<file path="src/rtl/adder_pipe_if.sv">
// adder_pipe_if: operand/result valid-ready bundle for adder_pipe.
// The slave modport is the adder's view; master is the source/sink side.
interface adder_pipe_if #(
    parameter int unsigned WIDTH = 8
);
    logic             in_valid;
    logic             in_ready;
    logic [WIDTH-1:0] A;
    logic [WIDTH-1:0] B;
    logic             Cin;
    logic             sub;
    logic             out_valid;
    logic             out_ready;
    logic [WIDTH-1:0] SUM;
    logic             Cout;
    logic             Ovf;

    modport master (
        output in_valid, A, B, Cin, sub, out_ready,
        input  in_ready, out_valid, SUM, Cout, Ovf
    );

    modport slave (
        input  in_valid, A, B, Cin, sub, out_ready,
        output in_ready, out_valid, SUM, Cout, Ovf
    );
endinterface

</file>
<file path="src/rtl/adder_pipe.sv">
// adder_pipe: pipelined ripple-carry adder, one CHUNK-bit slice per stage,
// carry registered between stages, valid/ready with a single global advance.
// Optional feature macro: ADDER_PIPE_SUB_EN enables subtraction via the sub input.
// WIDTH must be a multiple of CHUNK, with 1 <= CHUNK <= WIDTH.
module adder_pipe #(
    parameter int unsigned WIDTH = 8,
    parameter int unsigned CHUNK = 4
) (
    input  logic        clk,
    input  logic        rst,
    adder_pipe_if.slave bus
);
    localparam int unsigned NSTAGE = WIDTH / CHUNK;
    localparam int unsigned CW     = CHUNK + 1;

    logic             adv_c;
    logic [WIDTH-1:0] b0;
    logic             cin0;

`ifdef ADDER_PIPE_SUB_EN
    // Subtract is folded in at entry: ~B with carry-in forced high; the
    // inverted operand then travels with the operation down the pipe.
    assign b0   = bus.sub ? ~bus.B : bus.B;
    assign cin0 = bus.sub | bus.Cin;
`else
    logic unused_sub;
    assign unused_sub = bus.sub;
    assign b0         = bus.B;
    assign cin0       = bus.Cin;
`endif

    for (genvar k = 0; k < NSTAGE; k++) begin : g_stage
        // IW: operand bits still unconsumed on entry; OW: sum bits known on exit.
        localparam int unsigned IW = WIDTH - k * CHUNK;
        localparam int unsigned OW = (k + 1) * CHUNK;

        logic             vld_d;
        logic [IW-1:0]    a_d;
        logic [IW-1:0]    b_d;
        logic             cin_d;
        logic [CHUNK-1:0] s_c;
        logic             co_c;
        logic [OW-1:0]    sum_d;
        logic             vld_q;
        logic             cy_q;
        logic [OW-1:0]    sum_q;

        if (k == 0) begin : g_head
            assign vld_d = bus.in_valid;
            assign a_d   = bus.A;
            assign b_d   = b0;
            assign cin_d = cin0;
            assign sum_d = s_c;
        end else begin : g_body
            assign vld_d = g_stage[k-1].vld_q;
            assign a_d   = g_stage[k-1].g_fwd.a_q;
            assign b_d   = g_stage[k-1].g_fwd.b_q;
            assign cin_d = g_stage[k-1].cy_q;
            assign sum_d = {s_c, g_stage[k-1].sum_q};
        end

        // Slice adder: lowest CHUNK unconsumed bits plus incoming carry.
        assign {co_c, s_c} = CW'(a_d[CHUNK-1:0]) + CW'(b_d[CHUNK-1:0]) + CW'(cin_d);

        // Stage register: valid, accumulated sum and carry out of this slice.
        always_ff @(posedge clk or posedge rst) begin
            if (rst) begin
                vld_q <= 1'b0;
                cy_q  <= 1'b0;
                sum_q <= '0;
            end else if (adv_c) begin
                vld_q <= vld_d;
                cy_q  <= co_c;
                sum_q <= sum_d;
            end
        end

        if (k < NSTAGE - 1) begin : g_fwd
            logic [IW-CHUNK-1:0] a_q;
            logic [IW-CHUNK-1:0] b_q;

            // Upper operand slices ride along with their operation.
            always_ff @(posedge clk or posedge rst) begin
                if (rst) begin
                    a_q <= '0;
                    b_q <= '0;
                end else if (adv_c) begin
                    a_q <= a_d[IW-1:CHUNK];
                    b_q <= b_d[IW-1:CHUNK];
                end
            end
        end

        if (k == NSTAGE - 1) begin : g_tail
            logic msb_cin_c;
            logic ovf_q;

            // Carry into the MSB recovered from the MSB's sum and operand bits.
            assign msb_cin_c = s_c[CHUNK-1] ^ a_d[CHUNK-1] ^ b_d[CHUNK-1];

            // Signed overflow registered alongside the final sum and carry.
            always_ff @(posedge clk or posedge rst) begin
                if (rst) begin
                    ovf_q <= 1'b0;
                end else if (adv_c) begin
                    ovf_q <= msb_cin_c ^ co_c;
                end
            end
        end
    end

    // Whole pipe moves together unless a finished result is being held.
    assign adv_c         = !bus.out_valid || bus.out_ready;
    assign bus.in_ready  = adv_c;
    assign bus.out_valid = g_stage[NSTAGE-1].vld_q;
    assign bus.SUM       = g_stage[NSTAGE-1].sum_q;
    assign bus.Cout      = g_stage[NSTAGE-1].cy_q;
    assign bus.Ovf       = g_stage[NSTAGE-1].g_tail.ovf_q;
endmodule

</file>
<file path="src/flat_wrapper.sv">
// flat-port wrapper written by rule: the top's interface ports become plain ports
module adder_pipe_flat 
#(
    parameter int unsigned WIDTH = 8,
    parameter int unsigned CHUNK = 4
)
  (clk, rst, bus_in_valid, bus_A, bus_B, bus_Cin, bus_sub, bus_out_ready, bus_in_ready, bus_out_valid, bus_SUM, bus_Cout, bus_Ovf);
  adder_pipe_if #(.WIDTH(WIDTH)) bus_i ();
  input  logic clk;
  input  logic rst;
  input wire logic [$bits(bus_i.in_valid)-1:0] bus_in_valid;
  input wire logic [$bits(bus_i.A)-1:0] bus_A;
  input wire logic [$bits(bus_i.B)-1:0] bus_B;
  input wire logic [$bits(bus_i.Cin)-1:0] bus_Cin;
  input wire logic [$bits(bus_i.sub)-1:0] bus_sub;
  input wire logic [$bits(bus_i.out_ready)-1:0] bus_out_ready;
  output wire logic [$bits(bus_i.in_ready)-1:0] bus_in_ready;
  output wire logic [$bits(bus_i.out_valid)-1:0] bus_out_valid;
  output wire logic [$bits(bus_i.SUM)-1:0] bus_SUM;
  output wire logic [$bits(bus_i.Cout)-1:0] bus_Cout;
  output wire logic [$bits(bus_i.Ovf)-1:0] bus_Ovf;
  assign bus_i.in_valid = bus_in_valid;
  assign bus_i.A = bus_A;
  assign bus_i.B = bus_B;
  assign bus_i.Cin = bus_Cin;
  assign bus_i.sub = bus_sub;
  assign bus_i.out_ready = bus_out_ready;
  assign bus_in_ready = bus_i.in_ready;
  assign bus_out_valid = bus_i.out_valid;
  assign bus_SUM = bus_i.SUM;
  assign bus_Cout = bus_i.Cout;
  assign bus_Ovf = bus_i.Ovf;
  adder_pipe #(.WIDTH(WIDTH), .CHUNK(CHUNK)) u_core (.clk(clk), .rst(rst), .bus(bus_i));
endmodule
</file>
<file path="config.mk">
export PLATFORM = sky130hd
export DESIGN_NAME = adder_pipe_flat
export DESIGN_NICKNAME = d
export VERILOG_FILES = /design/src/rtl/adder_pipe_if.sv /design/src/rtl/adder_pipe.sv /design/src/flat_wrapper.sv
export SDC_FILE = /design/constraint.sdc
export NUM_CORES = 1
export LEC_CHECK = 0
export ABC_AREA = 1
export ABC_CLOCK_PERIOD_IN_PS = 4200
export CAP_MARGIN = 10
export CORE_MARGIN = 2
export CORE_UTILIZATION = 32
export DETAILED_ROUTE_END_ITERATION = 12
export PLACE_DENSITY = 0.55
export SYNTH_ARGS = -nofsm -noshare
export SYNTH_HDL_FRONTEND = slang
export SYNTH_SLANG_ARGS = --single-unit
export TNS_END_PERCENT = 50
</file>
<file path="constraint.sdc">
create_clock -name clk -period 4.2 [get_ports clk]
set_clock_uncertainty 0.05 [all_clocks]
set_input_delay 0.84 -clock clk [delete_from_list [all_inputs] [get_ports clk]]
set_output_delay 0.84 -clock clk [all_outputs]
set_load 0.01 [all_outputs]
</file>
### After elaboration in Yosys (flattened, before gate mapping)

Cells that the tools add are included.

* add/subtract/negate cells: 4
* bitwise gates (word level): 3
* reduce and logical (&&, ||, !) cells: 2

Operators by type and width (count)
* adder 4 x 4 -> 5 bit: 2
* adder 5 x 1 -> 5 bit: 2
* bitwise XOR 1 bit: 3
* zero test 1 bit: 1
* logical OR 1 bit: 1

* bits in registers: 25
* input bits: 22
* output and inout port bits: 12

### Longest topological paths before layout

* word-level depth: 5
* mapped depth: 11
* gate-level depth less buffers: 11

### Least setup slack after synthesis

No wires, ideal clock.

* path type: in2out
* start point: input bus_out_ready
* end point: output bus_in_ready
* arrival time: 1.216 ns
* required time: 3.310 ns
* path slack: 2.094 ns
* cell stages on the path: 3
* buffers on the path: 1
* cell sequence: nor2_4 > inv_2 > buf_4

* cells in the longest elaborated chain, start to end: 1

RTL lines
* start: declaration: line flat_wrapper.sv:16 `input wire logic [$bits(bus_i.out_ready)-1:0] bus_out_ready;`
* logical OR 1 bit: line adder_pipe.sv:113 `assign adv_c = !bus.out_valid || bus.out_ready;`
* end: declaration: line flat_wrapper.sv:17 `output wire logic [$bits(bus_i.in_ready)-1:0] bus_in_ready;`

No other way between the ends.

### Worst setup path after layout

Same ends and word-level chain as after synthesis.

==> impl.org <==
** Placed design
- Final weighted congestion in routability-driven placement :: just over 0.7
- Detail Placement HPWL :: 1787 um
- After detailed placement, the total cell area comes to 1633 um^2.
- Input and output buffers added on the ports amount to 32.

** Final layout
- Most frequent cells in the layout :: 54 x sky130_fd_sc_hd__nand2_1, 32 x sky130_fd_sc_hd__clkdlybuf4s50_1, 25 x sky130_fd_sc_hd__dfrtp_1
- In the final layout, the share of cells above drive strength 1 is under 10%.
- Total Nets Final :: 215
- Most common cell after layout, fill and taps aside :: sky130_fd_sc_hd__nand2_1
- Layout fillers :: around 400
- Post-route cell area :: approximately 1700 um^2
- ANT cells :: 0
- Synth-to-layout area growth :: 32.02%

** Timing
- Number of pins exceeding their max-slew limit in the final report :: 0
- Final hold vios :: 0
- After routing, the total negative slack on setup checks comes to 0 ns.
- Max Fclk :: a little over 300 MHz
- Setup repair after global routing missed its margin :: false
- In this run the tightest slew margin relative to its limit is about two fifths.
- Finish-stage setup viols :: 0
- After layout, the minimum clock period comes to 3.242 ns.
- Share of the clock period used by the worst path after layout :: ~77%
- Tightest Pin Transition :: just over 0.9 ns

** Setup path
- The worst setup path is launched from an input port.
- Library cell contributing the largest single delay on the critical path :: sky130_fd_sc_hd__clkdlybuf4s50_1
- Required time reported for the critical path endpoint :: ~3.3 ns
- Setup slack on the worst reg-to-reg path comes out at approximately 2.4 ns.
- STA classifies the critical path endpoint as an output pin.
- STA puts the critical path data arrival time at around 2.4 ns.
- In this run the critical register-to-register path is launched from u_core.g_stage[0].g_fwd.b_q[0].
- The endpoint identified for the worst register-to-register timing path is u_core.bus.Ovf.
- Crit Path Class :: input port to output pin
- Biggest cell delay along the critical path :: roughly 0.63 ns
- CP Cell Sequence :: clkdlybuf4s50_1, nor2_4, inv_2, clkdlybuf4s50_1
- Most common cell on crit path :: sky130_fd_sc_hd__clkdlybuf4s50_1
- Number of cells on the worst reg-to-reg path :: 10
- Max Fanout on Critical Path :: 28

** Synthesis
- YS warnings :: 0
- When the netlist entered floorplanning its net count stood at between 150 and 200.
- The number of different library cells used by synthesis comes to 20.
- The cell area that synthesis handed to floorplanning was 1274 um^2.
- Largest area contributor in the netlist :: sky130_fd_sc_hd__dfrtp_1
- A synthesized cell averages 8.548 um^2.
- Flops & latches, synth :: 25
- Share of Yosys cell area claimed by the top area cell type :: 49.12%
- Sequential fraction of the synthesis area :: between 40% and 50%
- Yosys attributes the largest share of cell area to sky130_fd_sc_hd__dfrtp_1 49%, sky130_fd_sc_hd__nand2_1 16%, sky130_fd_sc_hd__fa_1 6.3%, sky130_fd_sc_hd__ha_1 5.9%, sky130_fd_sc_hd__inv_1 5.9%.
- Synthesis handed over a netlist of between 100 and 150 instances.

** Clock tree
- CTS built an H-tree with a depth of 1.
- Number of cells upsized or downsized after cts :: 0
- CTS sink count :: 25
- CTS Buf Count :: 3
- Number of buffers between clock root and the deepest sink :: 2
- The later pin in the worst-skew pair is clocked with a latency of 0.27 ns.
- In this run, post-CTS hold repair placed 0 buffers.
- Clock tree from TritonCTS :: yes
- Clock-pin slew was measured on the worst setup and hold paths at approximately 0.090 ns.
- The tree is rooted in a sky130_fd_sc_hd__clkbuf_8.
- Once the clock tree was built, the setup fixing pass inserted 0 buffers.

** Routing
- Initial detailed-routing violation count :: 40
- Initial DRT Pass Iterations :: 4
- Drt via density :: roughly 4.4
- Routed Wire Length :: between 2000 and 2500 um
- Routed via count :: between 1000 and 1500
- Dividing the detail-routed wire length by the instance count gives 10.27 um.
- Number of nets still failing antenna checks after routing :: 0
- Residual DRC count :: 0

** Global routing
- First-pass GRT wire length :: 4243 um
- Number of antenna violations at the first check in global routing :: 0
- Overall routing resource usage :: about 13%
- Via count of the first global-routing pass :: approximately 960
- Entering global routing, the biggest net connects 29 pins.
- Summed over all layers, the global routing overflow is 0.

** Power
- Leak pwr :: about 0.85 nW
- Power spread over the standard cell area amounts to ~430 nW/um^2.
- VDD sags by at most ~180 uV.

** Die
- Top-level port count :: 34
- Horiz. Die Dim :: roughly 67 um
- Initial cell density of the core :: roughly a third
- The floorplan step defined a die boundary enclosing approximately 4500 um^2.
- Die Y-Extent :: about 67 um
- In this run the standard cell core region covers about 3700 um^2.
- In this run the core area contains 22 standard-cell rows.

** Worst hold path
- Class of the tightest hold or removal check :: flip-flop to flip-flop
- Hold Path Origin :: u_core.g_stage[0].vld_q
- Counting instances, the worst hold path has a depth of 2.
- The path with the worst hold slack has its endpoint at u_core.bus.out_valid.

** Run
- Reported max-cap violation count :: 0

** Status
- Run status :: complete, no violations
==> routing by layer <==
layer	part of all wire [%]	routed length, um	vias up	GRT usage [%]
li1	-	-	524	-
met1	50	1171	470	17.08
met2	46	1084	22	20.05
met3	4.0	94	2	2.027
met4	0.51	12	0	4.592
met5	0	0	-	0
==> power by group <==
part	switching (mW)	internal [mW]
clock	0.0773	0.0672
sequential	0.0304	0.297
combinational	0.124	0.134
==> sequential cells by signal, indices dropped and copies added, names as in the netlist <==
name,count
u_core.g_stage.vld_q,1
u_core.g_stage.g_fwd.a_q,4
u_core.bus.SUM,8
u_core.bus.Ovf,1
u_core.g_stage.sum_q,4
u_core.g_stage.g_fwd.b_q,4
u_core.bus.out_valid,1
u_core.bus.Cout,1
u_core.g_stage.cy_q,1
==> worst max-delay path by stage <==
stage,start,to,slack (ns),depth (start not counted)
2_1_floorplan,bus_out_ready,bus_in_ready,2.09,3
3_3_place_gp,bus_out_ready,bus_in_ready,0.95,4
3_5_place_dp,bus_out_ready,bus_in_ready,0.94,4
4_1_cts,bus_out_ready,bus_in_ready,0.94,4
5_1_grt,bus_out_ready,bus_in_ready,0.86,4
6_report,bus_out_ready,bus_in_ready,0.96,4
==> per-stage QoR <==
step / util [%] / setup slack, ns / std cells / power, mW / hold slack, ns
CTS: 44.92 / 0.9435 / 230 / 0.7423 / 0.4282
global placement: 43.62 / 0.9512 / 226 / 0.5888 / 0.3855
global route: 44.92 / 0.8560 / 230 / 0.7967 / 0.4584
finish: 44.92 / 0.9583 / 230 / 0.7302 / 0.4187
floorplan: - / 2.094 / 149 / 0.4737 / 0.3718
detailed placement: 43.62 / 0.9442 / 226 / 0.5944 / 0.3940
==> cells in the mapped netlist <==
master and count:
sky130_fd_sc_hd__fa_1 4, sky130_fd_sc_hd__nand2_1 54, sky130_fd_sc_hd__o21ai_0 5, sky130_fd_sc_hd__ha_1 6, sky130_fd_sc_hd__nand4_1 1, sky130_fd_sc_hd__buf_6 1
sky130_fd_sc_hd__a21oi_2 1, sky130_fd_sc_hd__inv_2 3, sky130_fd_sc_hd__buf_2 2, sky130_fd_sc_hd__dfrtp_1 25, sky130_fd_sc_hd__o31ai_1 1, sky130_fd_sc_hd__xor2_1 1
sky130_fd_sc_hd__a21oi_1 2, sky130_fd_sc_hd__a31oi_1 1, sky130_fd_sc_hd__inv_1 20, sky130_fd_sc_hd__o21ai_1 6, sky130_fd_sc_hd__buf_4 1, sky130_fd_sc_hd__nand3_1 7
sky130_fd_sc_hd__nor2_1 7, sky130_fd_sc_hd__nor2_4 1
==> critical path: cells and delay by family <==
family / cells / cell delay (ns)
and+or+nand+nor: 1 / 0.05
buffers and inverters: 3 / 1.46
==> cell type report <==
type	instances	area (um^2)	share of cell area (%)
sequential	25	625.6	37.20
clock buffer	3	41.29	2.455
tap	48	60.06	3.571
clock inverter	1	7.507	0.4464
inverter	23	86.33	5.134
multi-input combinational	97	533.0	31.70
timing repair buffer	33	327.8	19.49
==> kinds of logic after synthesis <==
kind of cell               synth area share (%)
AOI/OAI and AO/OA                         6.877
xor gates and xnor gates                 0.6877
adders and majority gates                 12.18
buffers and inverters                     9.037
DFF                                       49.12
and+or+nand+nor                           22.10
Power figures use the tool's default switching activity.
